## config.mk

```make
export PLATFORM = sky130hd
export DESIGN_NAME = updown_counter_param_flat
export DESIGN_NICKNAME = d
export VERILOG_FILES = /design/src/rtl/updown_counter_param_if.sv /design/src/rtl/updown_counter_param.sv /design/src/flat_wrapper.sv
export SDC_FILE = /design/constraint.sdc
export NUM_CORES = 1
export LEC_CHECK = 0
export ABC_CLOCK_PERIOD_IN_PS = 2800
export BUFFER_PORTS_ARGS = -buffer_cell sky130_fd_sc_hd__buf_2
export CAP_MARGIN = 20
export CORE_MARGIN = 2
export CORE_UTILIZATION = 52
export CTS_CLUSTER_DIAMETER = 40
export DETAILED_ROUTE_END_ITERATION = 10
export MAX_ROUTING_LAYER = met4
export PLACE_DENSITY = 0.78
export SYNTH_ARGS = -nofsm -noshare
export SYNTH_HDL_FRONTEND = slang
export SYNTH_SLANG_ARGS = --single-unit
```

## constraint.sdc

```tcl
create_clock -name clk -period 2.8 [get_ports clk]
set_input_delay 0.14 -clock clk [delete_from_list [all_inputs] [get_ports clk]]
set_output_delay 0.14 -clock clk [all_outputs]
set_load 0.005 [all_outputs]
```

## src/rtl/updown_counter_param_if.sv

```systemverilog
// Control and status bundle for updown_counter_param.
// The master drives the count controls and the slave (the counter) returns count and flags.
interface updown_counter_param_if #(
   parameter int WIDTH = 4
);
   logic             en;
   logic             up;
   logic             load;
   logic [WIDTH-1:0] load_val;
   logic             clr;
   logic [WIDTH-1:0] q;
   logic             at_max;
   logic             at_min;
   logic             wrap;
   logic             ovf;
   logic             unf;

   modport master (
      output en, up, load, load_val, clr,
      input  q, at_max, at_min, wrap, ovf, unf
   );

   modport slave (
      input  en, up, load, load_val, clr,
      output q, at_max, at_min, wrap, ovf, unf
   );
endinterface

```

## src/rtl/updown_counter_param.sv

```systemverilog
// Parametrised up/down counter over 0..MAX_VAL with wrap or saturate, load, clear
// and boundary flags. Edge priority is clr > load > en.
module updown_counter_param #(
   parameter int WIDTH     = 4,
   parameter int MAX_VAL   = 9,
   parameter int STEP      = 1,
   parameter int SATURATE  = 0,
   parameter int RESET_VAL = 0
) (
   input logic                   clk,
   input logic                   rst,
   updown_counter_param_if.slave bus
);
   localparam int W1 = WIDTH + 1;
   localparam logic [W1-1:0]    MAX_W   = W1'(MAX_VAL);
   localparam logic [W1-1:0]    MOD_W   = W1'(MAX_VAL + 1);
   localparam logic [W1-1:0]    STEP_W  = W1'(STEP);
   localparam logic [WIDTH-1:0] RESET_Q = WIDTH'(RESET_VAL);
   localparam logic [WIDTH-1:0] MAX_Q   = WIDTH'(MAX_VAL);

   logic [WIDTH-1:0] q_r, q_nxt;
   logic             wrap_r, wrap_nxt;
   logic             ovf_r, ovf_nxt;
   logic             unf_r, unf_nxt;

   // One extra bit of headroom so q+STEP and q+MOD-STEP never truncate.
   logic [W1-1:0] q_ext, sum_up, sum_dn_wrap, load_ext;

   always_comb begin
      q_ext       = {1'b0, q_r};
      sum_up      = q_ext + STEP_W;
      sum_dn_wrap = q_ext + MOD_W - STEP_W;
      load_ext    = {1'b0, bus.load_val};
   end

   always_comb begin
      q_nxt    = q_r;
      wrap_nxt = 1'b0;
      ovf_nxt  = ovf_r;
      unf_nxt  = unf_r;
      if (bus.clr) begin
         q_nxt   = RESET_Q;
         ovf_nxt = 1'b0;
         unf_nxt = 1'b0;
      end else if (bus.load) begin
         q_nxt = (load_ext > MAX_W) ? MAX_Q : bus.load_val;
      end else if (bus.en) begin
         if (bus.up) begin
            if (sum_up <= MAX_W) begin
               q_nxt = sum_up[WIDTH-1:0];
            end else begin
               wrap_nxt = 1'b1;
               ovf_nxt  = 1'b1;
               if (SATURATE != 0) q_nxt = MAX_Q;
               else               q_nxt = W1'(sum_up - MOD_W);
            end
         end else begin
            if (q_ext >= STEP_W) begin
               q_nxt = W1'(q_ext - STEP_W);
            end else begin
               wrap_nxt = 1'b1;
               unf_nxt  = 1'b1;
               if (SATURATE != 0) q_nxt = '0;
               else               q_nxt = sum_dn_wrap[WIDTH-1:0];
            end
         end
      end
   end

   always_ff @(posedge clk or negedge rst) begin
      if (!rst) begin
         q_r    <= RESET_Q;
         wrap_r <= 1'b0;
         ovf_r  <= 1'b0;
         unf_r  <= 1'b0;
      end else begin
         q_r    <= q_nxt;
         wrap_r <= wrap_nxt;
         ovf_r  <= ovf_nxt;
         unf_r  <= unf_nxt;
      end
   end

   assign bus.q      = q_r;
   assign bus.at_max = (q_r == MAX_Q);
   assign bus.at_min = (q_r == '0);
   assign bus.wrap   = wrap_r;
   assign bus.ovf    = ovf_r;
   assign bus.unf    = unf_r;
endmodule

```

## src/flat_wrapper.sv

```systemverilog
// flat-port wrapper written by rule: the top's interface ports become plain ports
module updown_counter_param_flat 
#(
   parameter int WIDTH     = 4,
   parameter int MAX_VAL   = 9,
   parameter int STEP      = 1,
   parameter int SATURATE  = 0,
   parameter int RESET_VAL = 0
)
  (clk, rst, bus_en, bus_up, bus_load, bus_load_val, bus_clr, bus_q, bus_at_max, bus_at_min, bus_wrap, bus_ovf, bus_unf);
  updown_counter_param_if #(.WIDTH(WIDTH)) bus_i ();
  input logic clk;
  input logic rst;
  input wire logic [$bits(bus_i.en)-1:0] bus_en;
  input wire logic [$bits(bus_i.up)-1:0] bus_up;
  input wire logic [$bits(bus_i.load)-1:0] bus_load;
  input wire logic [$bits(bus_i.load_val)-1:0] bus_load_val;
  input wire logic [$bits(bus_i.clr)-1:0] bus_clr;
  output wire logic [$bits(bus_i.q)-1:0] bus_q;
  output wire logic [$bits(bus_i.at_max)-1:0] bus_at_max;
  output wire logic [$bits(bus_i.at_min)-1:0] bus_at_min;
  output wire logic [$bits(bus_i.wrap)-1:0] bus_wrap;
  output wire logic [$bits(bus_i.ovf)-1:0] bus_ovf;
  output wire logic [$bits(bus_i.unf)-1:0] bus_unf;
  assign bus_i.en = bus_en;
  assign bus_i.up = bus_up;
  assign bus_i.load = bus_load;
  assign bus_i.load_val = bus_load_val;
  assign bus_i.clr = bus_clr;
  assign bus_q = bus_i.q;
  assign bus_at_max = bus_i.at_max;
  assign bus_at_min = bus_i.at_min;
  assign bus_wrap = bus_i.wrap;
  assign bus_ovf = bus_i.ovf;
  assign bus_unf = bus_i.unf;
  updown_counter_param #(.WIDTH(WIDTH), .MAX_VAL(MAX_VAL), .STEP(STEP), .SATURATE(SATURATE), .RESET_VAL(RESET_VAL)) u_core (.clk(clk), .rst(rst), .bus(bus_i));
endmodule
```

==> impl_metrics.json <==
{
  "status": "complete, no violations",
  "multi_input_area_um2": 515,
  "final_util_pct": 64.7,
  "slowest_stage": "dfrtp_1",
  "fin_crit_ns": 2.56,
  "totalWireLength_um": 1870,
  "crit_fanout": 11,
  "cap_violations": 0,
  "syn2layout_area_growth_pct": 12.0,
  "synth_edf_count": 0,
  "max-slew-margin-rel_pct": 65.2,
  "async_flop_share_pct": 100,
  "tritoncts": "done",
  "synth_top_cell_area_share_pct": 22.5,
  "post-cts-setup-buffers": 0,
  "holdPathStages": 3,
  "grt_pass1_vias": 683,
  "r2r_cells": 8,
  "avgSynthCellArea_um2": 8.04,
  "fmax_ghz": 0.390,
  "drc": 0,
  "gr-usage-all-layers_pct": 22.2,
  "skew_ns": 0.00190,
  "synthFlopType": "dfrtp_1",
  "crit_type": "reg -> reg",
  "clk_path_buf_depth": 2,
  "cp_cell_sequence": "ha_1 > xnor2_1 > ha_1 > o41ai_2 > a31oi_1 > nor4_1 > a221o_1 > a22oi_1",
  "cellLeakagePower_nw": 0.422,
  "core_area_um2": 1350,
  "num_vias": 788,
  "ir_drop_mv": 0.256,
  "gp_congestion": 0.936,
  "dieArea_um2": 1820,
  "power_uw": 380,
  "worstMarginPinSlew_ns": 0.522,
  "drive_gt1_share_pct": 21.9,
  "htreeDepth": 1,
  "start_kind": "flop",
  "ctsHoldBuffers": 1,
  "syn-num-nets": 112,
  "ys_warn_count": 0,
  "cts.sinks": 7,
  "drtIter0Drc": 32,
  "port_buffers": 18,
  "end_kind": "flop",
  "row_count": 13,
  "cts_resized": 0,
  "ys_types": 44,
  "crit_path_max_incr_delay_ns": 0.59,
  "grt_pass1_wl_um": 2990,
  "tns_ns": 0,
  "postRouteAntennaNets": 0,
  "nets": 130,
  "synth_area_leaders": "dfrtp_1, ha_1, inv_1",
  "arrival_ns": 2.72,
  "cp.required_ns": 2.96,
  "synthCells": 97,
  "vias_per_cell": 6.11,
  "setup-violations-final": 0,
  "synth_area_um2": 779,
  "clkTransAtPathRegs_ns": 0.05,
  "fp.dieH_um": 42.7,
  "power_density_nw_per_um2": 435,
  "antenna_found_initial": 0,
  "rsz0062_at_grt": "false",
  "cts_root_buf": "clkbuf_4",
  "fill_cells": 122,
  "reg2reg_slack_ns": 0.24,
  "avgRoutedWirePerCell_um": 14.5,
  "seq_area_frac_synth_pct": 22.5,
  "hold_class": "in -> reg",
  "worst_path_most_repeated_cell": "ha_1",
  "clkLatencyLatePin_ns": 0.24,
  "cts_buffers": 3,
  "num_antenna_cells": 0,
  "overflow": 0,
  "initial_core_util_pct": 57.7,
  "dp_hpwl_um": 1480,
  "pin_count": 19,
  "ys_ff_latch": 7,
  "period_share_pct": 91.5,
  "grt_max_degree": 16,
  "synth_top_area_cell": "dfrtp_1",
  "finalHoldViolCount": 0,
  "firstDrtPassIters": 4,
  "seq_area_um2": 175,
  "finalMaxSlewViolations": 0,
  "dieWidth_um": 42.7
}
synth_stat cells, types with 2 or more instances:
cell type	count
a31oi_1	2
ha_1	5
nor3_1	3
inv_1	10
nor2_1	9
o211ai_1	3
nand2b_1	4
nand2_1	6
a21oi_1	4
clkbuf_1	2
o22ai_1	4
a31o_1	2
nand3_1	3
o21ai_1	2
dfrtp_1	7
a211oi_1	2
o21bai_1	2
path summary, 6_finish.rpt:
check,start,to
setup reg to reg,u_core.bus.q[0],u_core.bus.q[2]
setup / recovery,u_core.bus.q[0],u_core.bus.q[2]
hold reg to reg,u_core.bus.ovf,u_core.bus.ovf
min in group asynchronous,rst,u_core.bus.q[2]
hold / removal,bus_load_val[0],u_core.bus.q[0]
max in group asynchronous,rst,u_core.bus.unf
worst max-delay path, delay by kind of cell (launching register included):
family,cells,cell delay (ns)
fa+ha+maj,2,0.71
xor+xnor,1,0.20
simple gates,1,0.11
flops,1,0.59
compound gates,4,0.87
kinds of logic after synthesis:
logic type	Yosys count	synth area share (%)
adder cells (fa/ha/maj)	5	8.03
XOR/XNOR	3	4.33
flip-flops	7	22.5
AO/OA/AOI/OAI	32	30.2
AND/OR/NAND/NOR	33	22.3
multiplexers	1	1.28
buffers and inverters	16	11.4
cell usage in the layout, fill, tap and decap left out, drive strengths merged, types with 2 or more instances in the layout:
cell type  netlist  final
a211oi           2      2
a21oi            5      5
a31o             2      2
a31oi            2      2
buf              4     18
clkbuf           2      4
dfrtp            7      7
ha               5      5
inv             10     10
nand2            6      6
nand2b           4      4
nand3            3      3
nor2             9      9
nor3             3      3
o211ai           3      3
o21ai            3      3
o21bai           2      2
o22ai            4      4
o41ai            2      2
xnor2            2      2
metal layers:
metal	GRT usage [%]	vias to the layer above	share of wire (%)	wire length (um)
li1	-	389	-	-
met1	28.5	357	43	798
met2	35.2	42	50	937
met3	2.98	0	7.0	131
met4	8.75	0	0	0
met5	-	-	0	0
sequential cells by signal, indices dropped and copies added, names as in the netlist:
signal,count
u_core.bus.unf,1
u_core.bus.ovf,1
u_core.bus.wrap,1
u_core.bus.q,4
layout make-up:
class,count,area share [%]
multi-input combinational,74,59.0
sequential,7,20.1
timing repair buffer,19,11.5
inverter,10,4.30
clock buffer,4,3.01
tap,15,2.15
report_power, final:
part | total (mW) | internal [mW] | switching, mW
Combinational | 0.162 | 0.0712 | 0.0903
Sequential | 0.131 | 0.108 | 0.0226
Clock | 0.0874 | 0.0541 | 0.0332
through the flow:
step	instance area [um2]	cells	setup WS (ns)	hold slack, ns
floorplan	779	97	0.589	-0.156
global placement	837	124	0.417	-0.0199
CTS	873	129	0.267	0.131
finish	873	129	0.239	0.139
detailed placement	837	124	0.290	-0.0165
global route	873	129	0.0868	0.141
Power figures use the tool's default switching activity.
